==> src/rtl/mult_pipe_pkg.sv <==
// mult_pipe_pkg: shared encodings and the pipeline slot layout for mult_pipe.
// The slot type here matches the default configuration (XLEN=32, RADDR_W=5);
// mult_pipe builds the same layout from its own parameters.
package mult_pipe_pkg;

    localparam int MP_XLEN    = 32;
    localparam int MP_RADDR_W = 5;

    localparam logic [6:0] OPC_OP    = 7'b0110011;
    localparam logic [6:0] F7_MULDIV = 7'b0000001;

    localparam logic [2:0] F3_MUL    = 3'b000;
    localparam logic [2:0] F3_MULH   = 3'b001;
    localparam logic [2:0] F3_MULHSU = 3'b010;
    localparam logic [2:0] F3_MULHU  = 3'b011;

    typedef struct packed {
        logic                      valid;
        logic                      we;
        logic [MP_RADDR_W-1:0]     waddr;
        logic [2:0]                funct3;
        logic [2*MP_XLEN-1:0]      product;
        logic [31:0]               instr;
        logic [31:0]               pc;
    } mult_stage_t;

endpackage

==> src/rtl/mult_pipe_stage.sv <==
// mult_pipe_stage: one pipeline register slot with asynchronous reset,
// hold (stall) and clear (flush). Clear takes priority over hold.
module mult_pipe_stage
    import mult_pipe_pkg::*;
#(
    parameter type slot_t = mult_stage_t
) (
    input  logic  clk_i,
    input  logic  rsn_i,
    input  logic  hold,
    input  logic  clear,
    input  slot_t d,
    output slot_t q
);

    // Load the slot on every edge unless held; a clear empties it outright.
    // NOTE: state is written with <= so each slot samples its neighbour's pre-edge value.
    always_ff @(posedge clk_i or negedge rsn_i) begin
        if (!rsn_i) begin
            q <= '0;
        end else if (clear) begin
            q <= '0;
        end else if (!hold) begin
            q <= d;
        end
    end

endmodule

==> src/rtl/mult_pipe.sv <==
// mult_pipe: RV32M multiply pipeline (MUL/MULH/MULHSU/MULHU) between execute
// and integer writeback. The product is formed from the inputs and registered
// into stage 1; later stages carry it unchanged. Latency equals STAGES.
// Optional build macro MULT_PIPE_FWD_EN: adds fwd_* ports mirroring the final
// stage and removes the final stage from the decode hazard check.
module mult_pipe
    import mult_pipe_pkg::*;
#(
    parameter int XLEN    = 32,
    parameter int STAGES  = 5,
    parameter int RADDR_W = 5
) (
    input  logic               clk_i,
    input  logic               rsn_i,
    input  logic               exe_valid_i,
    input  logic [31:0]        exe_instruction_i,
    input  logic [31:0]        exe_pc_i,
    input  logic [XLEN-1:0]    exe_rs1_data_i,
    input  logic [XLEN-1:0]    exe_rs2_data_i,
    input  logic [RADDR_W-1:0] exe_write_addr_i,
    input  logic               exe_int_write_enable_i,
    input  logic               stall_i,
    input  logic               flush_i,
    input  logic [RADDR_W-1:0] id_rs1_addr_i,
    input  logic [RADDR_W-1:0] id_rs2_addr_i,
    output logic               wb_valid_o,
    output logic [XLEN-1:0]    wb_int_write_data_o,
    output logic [RADDR_W-1:0] wb_write_addr_o,
    output logic               wb_int_write_enable_o,
    output logic [31:0]        wb_instruction_o,
    output logic [31:0]        wb_pc_o,
`ifdef MULT_PIPE_FWD_EN
    output logic               fwd_valid_o,
    output logic [RADDR_W-1:0] fwd_addr_o,
    output logic [XLEN-1:0]    fwd_data_o,
`endif
    output logic               busy_o,
    output logic               mult_hazard_o
);

    typedef struct packed {
        logic                  valid;
        logic                  we;
        logic [RADDR_W-1:0]    waddr;
        logic [2:0]            funct3;
        logic [2*XLEN-1:0]     product;
        logic [31:0]           instr;
        logic [31:0]           pc;
    } stage_t;

`ifdef MULT_PIPE_FWD_EN
    localparam int HAZ_STAGES = STAGES - 1;
`else
    localparam int HAZ_STAGES = STAGES;
`endif

    logic [2:0]       funct3;
    logic             accept;
    logic             sign_a;
    logic             sign_b;
    logic [2*XLEN-1:0] ext_a;
    logic [2*XLEN-1:0] ext_b;
    logic [2*XLEN-1:0] product;
    stage_t           in_slot;
    stage_t           stage_d [STAGES];
    stage_t           stage_q [STAGES];
    stage_t           last;

    assign funct3 = exe_instruction_i[14:12];
    assign accept = exe_valid_i
                 && (exe_instruction_i[31:25] == F7_MULDIV)
                 && (exe_instruction_i[6:0]   == OPC_OP)
                 && !funct3[2];

    // rs1 is signed for MULH/MULHSU, rs2 only for MULH. Sign-extending to the
    // full 2*XLEN width gives the same low 2*XLEN product bits as an (XLEN+1)-bit
    // signed multiply, so a plain unsigned multiply can be used.
    assign sign_a  = ((funct3 == F3_MULH) || (funct3 == F3_MULHSU)) && exe_rs1_data_i[XLEN-1];
    assign sign_b  = (funct3 == F3_MULH) && exe_rs2_data_i[XLEN-1];
    assign ext_a   = {{XLEN{sign_a}}, exe_rs1_data_i};
    assign ext_b   = {{XLEN{sign_b}}, exe_rs2_data_i};
    assign product = ext_a * ext_b;

    // Build the stage-1 entry; anything not accepted enters as an all-zero bubble.
    // NOTE: assigning a full default first keeps this block free of inferred latches.
    always_comb begin
        in_slot = '0;
        if (accept) begin
            in_slot.valid   = 1'b1;
            in_slot.we      = exe_int_write_enable_i;
            in_slot.waddr   = exe_write_addr_i;
            in_slot.funct3  = funct3;
            in_slot.product = product;
            in_slot.instr   = exe_instruction_i;
            in_slot.pc      = exe_pc_i;
        end
    end

    assign stage_d[0] = in_slot;

    for (genvar g = 0; g < STAGES; g++) begin : g_stage
        if (g > 0) begin : g_link
            assign stage_d[g] = stage_q[g-1];
        end
        mult_pipe_stage #(.slot_t(stage_t)) u_stage (
            .clk_i (clk_i),
            .rsn_i (rsn_i),
            .hold  (stall_i),
            .clear (flush_i),
            .d     (stage_d[g]),
            .q     (stage_q[g])
        );
    end

    assign last = stage_q[STAGES-1];

    assign wb_valid_o            = last.valid;
    assign wb_int_write_data_o   = (last.funct3 == F3_MUL) ? last.product[XLEN-1:0]
                                                           : last.product[2*XLEN-1:XLEN];
    assign wb_write_addr_o       = last.waddr;
    assign wb_int_write_enable_o = last.valid & last.we;
    assign wb_instruction_o      = last.instr;
    assign wb_pc_o               = last.pc;

`ifdef MULT_PIPE_FWD_EN
    assign fwd_valid_o = wb_int_write_enable_o;
    assign fwd_addr_o  = last.waddr;
    assign fwd_data_o  = wb_int_write_data_o;
`endif

    // Occupancy and decode hazard: a pending write to a non-zero source register stalls decode.
    always_comb begin
        busy_o        = 1'b0;
        mult_hazard_o = 1'b0;
        for (int n = 0; n < STAGES; n++) begin
            busy_o = busy_o | stage_q[n].valid;
            if ((n < HAZ_STAGES) && stage_q[n].valid && stage_q[n].we
                && (stage_q[n].waddr != '0)
                && ((stage_q[n].waddr == id_rs1_addr_i) || (stage_q[n].waddr == id_rs2_addr_i))) begin
                mult_hazard_o = 1'b1;
            end
        end
    end

endmodule

==> config.mk <==
export PLATFORM = sky130hd
export DESIGN_NAME = mult_pipe
export DESIGN_NICKNAME = d
export VERILOG_FILES = /design/src/rtl/mult_pipe_pkg.sv /design/src/rtl/mult_pipe_stage.sv /design/src/rtl/mult_pipe.sv
export SDC_FILE = /design/constraint.sdc
export NUM_CORES = 2
export LEC_CHECK = 0
export ABC_AREA = 1
export CAP_MARGIN = 20
export CORE_MARGIN = 1.5
export CORE_UTILIZATION = 53
export DETAILED_ROUTE_END_ITERATION = 16
export PLACE_DENSITY = 0.79
export REMOVE_ABC_BUFFERS = 1
export SLEW_MARGIN = 25
export SYNTH_ARGS = -nofsm -noshare
export SYNTH_HDL_FRONTEND = slang
export SYNTH_SLANG_ARGS = --single-unit
==> constraint.sdc <==
create_clock -name clk_i -period 2.3 [get_ports clk_i]
set_input_delay 0.575 -clock clk_i [delete_from_list [all_inputs] [get_ports clk_i]]
set_output_delay 0.575 -clock clk_i [all_outputs]
set_load 0.03 [all_outputs]
# Word level (Yosys, flattened, before mapping)
# Cells that the tools add are included.
[classes] multipliers=1 eq_ne=15 mux=17 bitwise_logic=5 n_reduce_logical=33
[ops] cell="138-bit 2-to-1 mux" count=11
[ops] cell="33-bit by 33-bit multiplier with 64-bit output" count=1
[ops] cell="5-bit == test" count=10
[ops] cell="32-bit 2-to-1 mux" count=1
[ops] cell="5-bit nonzero test" count=5
[ops] cell="1-bit logical AND" count=20
[ops] cell="7-bit by 1-bit == test with 1-bit output (second input constant)" count=1
[ops] cell="7-bit by 6-bit == test with 1-bit output (second input constant)" count=1
[ops] cell="1-bit logical OR" count=6
[ops] cell="1-bit 2-to-1 mux" count=5
[ops] cell="1-bit bitwise OR" count=4
[ops] cell="3-bit by 1-bit == test with 1-bit output (second input constant)" count=1
[ops] cell="3-bit by 2-bit == test with 1-bit output (second input constant)" count=1
[ops] cell="3-bit logical NOT" count=1
[ops] cell="2-bit by 1-bit inequality test with 1-bit output (second input constant)" count=1
[ops] cell="1-bit AND" count=1
[ops] cell="1-bit logical NOT" count=1
[word_totals] reg_bits=690 in_bits=149 output_inout_bits=105 word_cells=106

# Longest topological paths before layout
[logic_depth] depth_word=8 mapped_depth=36 mapped_depth_nobuf=36

# Hierarchy
# From an unflattened synthesis, not the netlist that was laid out.
[hier_totals] cells_unflattened=8362 hier_area_um2=68712.2
[by_module_without_submodules] mod="mult_pipe" instances=1 cells_each=5367 area_per_inst_um2=41592.4 seq_area_each_um2=0.0
[by_module_without_submodules] mod="mult_pipe_stage" instances=5 cells_each=599 area_per_inst_um2=5424.0 seq_area_each_um2=3453.3

# Least setup slack after synthesis
# Ideal clock, no wire load.
[synth_path] path_kind="input-to-reg" start="input port exe_instruction_i[13]" end="register g_stage[0].u_stage.q[122] (netlist name)" setup_ns=0.118 t_arrival_ns=7.789 required_time_ns=2.182 setup_slack_ns=-5.607 stages=34 path_buffers=0 path_cell_list="inv_1 nor2_1 nand2_1 nand2_1 nand2_1 inv_1 fa_1 inv_1 fa_1 inv_1 fa_1 inv_1 fa_1 inv_1 fa_1 fa_1 fa_1 inv_1 fa_1 inv_1 ha_1 nand2_1 nor2_1 inv_1 nor2_1 inv_1 nor4_1 inv_1 nor2_1 nor2_1 nand2_1 nand2_1 nand3_1 nand2_1"
[synth_between] elab_chain_len=7 word_cells_on_any_way=9 cone_classes="mul (1); eq/ne (2); mux (3); reduce/logical (3)"
[synth_lines] element="from (decl)" line_no="mult_pipe.sv:16" text="input logic [31:0] exe_instruction_i,"
[synth_lines] element="3-bit by 1-bit == test with 1-bit output / 3-bit by 2-bit == test with 1-bit output (equally long branches)" line_no="mult_pipe.sv:78, mult_pipe.sv:79"
[synth_lines] element="1-bit logical OR" line_no="mult_pipe.sv:78" text="assign sign_a = ((funct3 == F3_MULH) || (funct3 == F3_MULHSU)) && exe_rs1_data_i[XLEN-1];"
[synth_lines] element="1-bit logical AND" line_no="mult_pipe.sv:78"
[synth_lines] element="33-bit by 33-bit multiplier with 64-bit output (*)" line_no="mult_pipe.sv:82" text="assign product = ext_a * ext_b;"
[synth_lines] element="138-bit 2-to-1 mux (*)" line_no="mult_pipe.sv:88" text="if (accept) begin"
[synth_lines] element="138-bit 2-to-1 mux (*)" line_no="mult_pipe_stage.sv:23" text="end else if (!hold) begin"
[synth_lines] element="138-bit 2-to-1 mux (*)" line_no="mult_pipe_stage.sv:21" text="end else if (clear) begin"
[synth_lines] element="to (signal assigned)" line_no="mult_pipe_stage.sv:20" text="q <= '0;"
[synth_lines] element="to (signal assigned)" line_no="mult_pipe_stage.sv:22" text="q <= '0;"
[synth_lines] element="to (signal assigned)" line_no="mult_pipe_stage.sv:24" text="q <= d;"
[synth_lines] element="to (decl)" line_no="mult_pipe_stage.sv:13" text="output slot_t q"
# Mark *: on every way between the ends. The rest lies on a longest branch, timed or not. The select of a mux whose other input is x is not followed.
# A chain may end at the register's enable or synchronous reset.

# Worst setup path in the final report
[layout_path] start="input port exe_rs2_data_i[6]" end="register g_stage[0].u_stage.q[104] (netlist name)"
[layout_between] elab_chain_len=4
[layout_lines] element="from (decl)" line_no="mult_pipe.sv:19" text="input logic [XLEN-1:0] exe_rs2_data_i,"
[layout_lines] element="33-bit by 33-bit multiplier with 64-bit output" line_no="mult_pipe.sv:82"
[layout_lines] element="138-bit 2-to-1 mux" line_no="mult_pipe.sv:88"
[layout_lines] element="138-bit 2-to-1 mux" line_no="mult_pipe_stage.sv:23"
[layout_lines] element="138-bit 2-to-1 mux" line_no="mult_pipe_stage.sv:21"
# No other way between the ends. The select of a mux whose other input is x is not followed.

==> impl_results.md <==
* Outcome: finished, violations left
* Violated checks: negative setup slack
* Syn_area_per_cell at 8.64 µm²
* Reg with most FFs: g_stage.u_stage.q
* TritonCTS Buffers at around 60
* Fin Clk Skew at approximately 0.019 ns
* Initial Utilization at 53.3%
* First-pass DRT Iterations at 7
* Core box area at 123000 µm²
* Syn Std Cell Area at 65800 µm²
* Sink Count at 675
* DIE AREA at 126000 µm²
* Number of synthesis warnings at 0
* Clk root buf: clkbuf_16
* Vias in the first global route at 62700
* Final WS setup at -5.49 ns
* CP peak stage delay at 0.78 ns
* Synthesized netlist cell count at about 7600
* Area of the multi-input gates at 43200 µm²
* Total Wirelength at 243000 µm
* First-pass GRT wire length at 346000 µm
* Crit end category: flop
* Antenna violations before repair at 11
* Actual slew at the worst max-slew pin at 0.617 ns
* Crit path top cell by count: fa_1
* ANT nets after route at 0
* Sequential area share after synthesis at about a quarter
* Critical-path top delay cell: fa_1
* Filler Cell Count at 7818
* HPWL Detailed at about 140000 µm
* Die height at 355 µm
* Max FFs per register at approximately 680
* Critical-path maximum fanout at 5
* Share of layout cells above drive strength 1 at 25.0%
* CP startpoint: exe_rs2_data_i[6]
* Max Clk Rate at 0.128 GHz
* Initial drt markers at 7185
* Sequential cell area at 16900 µm²
* Crit path time final at 7.79 ns
* Fin area at approximately 86000 µm²
* Setup TNS at -279.06 ns
* Largest registers: g_stage.u_stage.q (675)
* Kind of critical path: input port to flop
* PortBufs at between 200 and 300
* Io pins at 254
* Startpoint Class: input port
* Routed wire per std cell at 23.9 µm
* Clk Latency, worst-skew pair at 0.65 ns
* Worst Path Required at between 2 and 3 ns
* CP endpoint: g_stage[0].u_stage.q[104]
* Worst min path class: input port to flop
* Layout area overhead at 31.3%
* Post-DR vias/cell at 5.83
* Final hold violation count at 0
* CTS tree: yes
* Post-DP Area at 75300 µm²
* RSZ-0062 raised after global routing: yes
* Max Cap Viol at 0
* Setup violations, final at 94
* Synth cell types at 42
* Slew headroom at about three fifths
* Arr. time, crit path at around 8.3 ns
* Reg2Reg Setup Slack at approximately 1.3 ns
* Largest net degree at the start of global routing at 108
* DR DRC count at 0
* Placer Congestion at 0.941
* Die Wd at 355 µm
* Clock Tree Buf Depth at 3
* Final cycle utilization of the critical path at 339%
* Final hold slack at 0.384 ns
* Reg-to-reg endpoint: g_stage[1].u_stage.q[69]
* Final nets at 9973
* CTS H-tree depth at 2
* Worst r2r path cells at 2
* # rows at 129
* GRT Overall Usage at 35.4%
* FF+latch count, synth at a little under 700
* Grt ovf at 0
* Final max-slew violation count at 0
* CTS clk-pin slew, worst paths at 0.07 ns
* Reg-to-Reg Start: g_stage[1].u_stage.q[69]
* DR vias at 59300
==> placed cells by master, fill, tap and decap left out, types with 28 or more instances in the layout <==
| cell type | Yosys | layout |
|---|---|---|
| dfrtp_1 | 675 | 675 |
| buf_8 | 0 | 35 |
| clkdlybuf4s50_1 | 0 | 112 |
| o22ai_1 | 437 | 427 |
| inv_2 | 1 | 171 |
| ha_4 | 0 | 88 |
| fa_2 | 0 | 87 |
| ha_1 | 212 | 123 |
| dlygate4sd2_1 | 0 | 34 |
| o21ai_2 | 1 | 28 |
| o21ai_0 | 286 | 193 |
| nand2_4 | 0 | 71 |
| nor2_2 | 0 | 46 |
| nand3_1 | 147 | 115 |
| buf_6 | 0 | 190 |
| a21oi_4 | 0 | 30 |
| o21ai_1 | 1 | 32 |
| nor2_1 | 221 | 105 |
| clkbuf_16 | 0 | 61 |
| buf_4 | 71 | 655 |
| buf_12 | 0 | 175 |
| o21ai_4 | 0 | 35 |
| nand2_2 | 0 | 136 |
| fa_1 | 1125 | 1038 |
| inv_1 | 2145 | 1963 |
| a21oi_2 | 0 | 41 |
| nor2_4 | 0 | 70 |
| nand2_1 | 1642 | 1430 |
==> timing repair <==
action	in CTS	in global routing
pin swaps	500	265
endpoints found under the hold margin	33	0
cloned	38	0
gates resized for setup	1530	358
hold buffers	1	0
setup buffers	218	80
endpoints found under the setup margin	111	111
==> worst max-delay path: cells and delay by family <==
| family | cells | cell delay, ns |
|---|---|---|
| compound gates | 1 | 0.06 |
| fa+ha+maj | 9 | 4.87 |
| buf+inv | 8 | 1.05 |
| simple gates | 9 | 1.72 |
==> cell type report <==
cell class	count	area share, %
multi-input cells	4318	50.0
inverters	2146	9.38
clock inverters	35	0.501
diodes	3	0.00869
well taps	1637	2.37
flip-flops and latches	675	19.6
repair buffers	1285	16.3
clock buffers	77	1.94
==> routing by layer <==
| metal | GRT usage, % | routed length, µm | part of all wire [%] | vias to the layer above |
|---|---|---|---|---|
| met4 | 21.2 | 21300 | 8.8 | 25 |
| met5 | 0 | 574 | 0.24 | - |
| met3 | 8.23 | 29200 | 12 | 1702 |
| met1 | 42.0 | 79000 | 33 | 29100 |
| li1 | - | - | - | 24000 |
| met2 | 58.6 | 113000 | 46 | 4509 |
==> synthesized netlist by cell type, drive strengths merged <==
cell	count	area share [%]
or2	12	0.11
nor2	221	1.3
fa	1125	34
o211ai	2	0.023
ha	212	4.0
nor3	15	0.12
a21o	7	0.080
a31oi	2	0.019
clkbuf	319	1.8
and3	2	0.019
inv	2146	12
a21boi	2	0.023
o31ai	6	0.068
nor4	10	0.12
buf	158	1.4
xor2	23	0.31
dfrtp	675	26
o311ai	1	0.013
nand4	15	0.14
and2	1	0.0095
o21bai	12	0.14
nand2b	2	0.019
a21oi	93	0.71
nand3	147	1.1
xnor2	16	0.21
nand2	1642	9.4
nor4b	1	0.013
a211oi	4	0.046
a221oi	3	0.040
o22ai	437	4.2
o21ai	288	2.2
o21a	3	0.034
nand3b	11	0.13
o41ai	3	0.040
==> worst min path at each step <==
stage	start	endpoint	slack [ns]	cells past startpoint
finish	exe_instruction_i[12]	g_stage[0].u_stage.q[44]	0.38	4
global route	exe_instruction_i[12]	g_stage[0].u_stage.q[44]	0.37	4
global placement	g_stage[4].u_stage.q[105]	g_stage[4].u_stage.q[105]	0.46	2
floorplan	rsn_i	g_stage[0].u_stage.q[0]	0.28	0
detailed placement	g_stage[1].u_stage.q[84]	g_stage[1].u_stage.q[84]	0.46	2
CTS	exe_instruction_i[12]	g_stage[0].u_stage.q[44]	0.34	4
==> kinds of logic after synthesis <==
group	Yosys count	synth area share [%]
AO/OA/AOI/OAI	863	7.58
AND/OR/NAND/NOR	2079	12.4
XOR/XNOR	39	0.519
buffers and inverters	2623	15.5
flip-flops	675	25.7
adder cells (fa/ha/maj)	1337	38.3
==> through the flow <==
stage	util (%)	worst slack, ns	std cells
2_1_floorplan	-	-14.23	7139
3_3_place_gp	61.0	-6.19	9750
3_5_place_dp	61.0	-6.30	9750
4_1_cts	68.6	-4.65	10100
5_1_grt	69.9	-5.40	10200
6_report	70.0	-5.49	10200
Power is not shown: default switching activity piles up to over one toggle a cycle in this logic, so the estimate is an artifact.
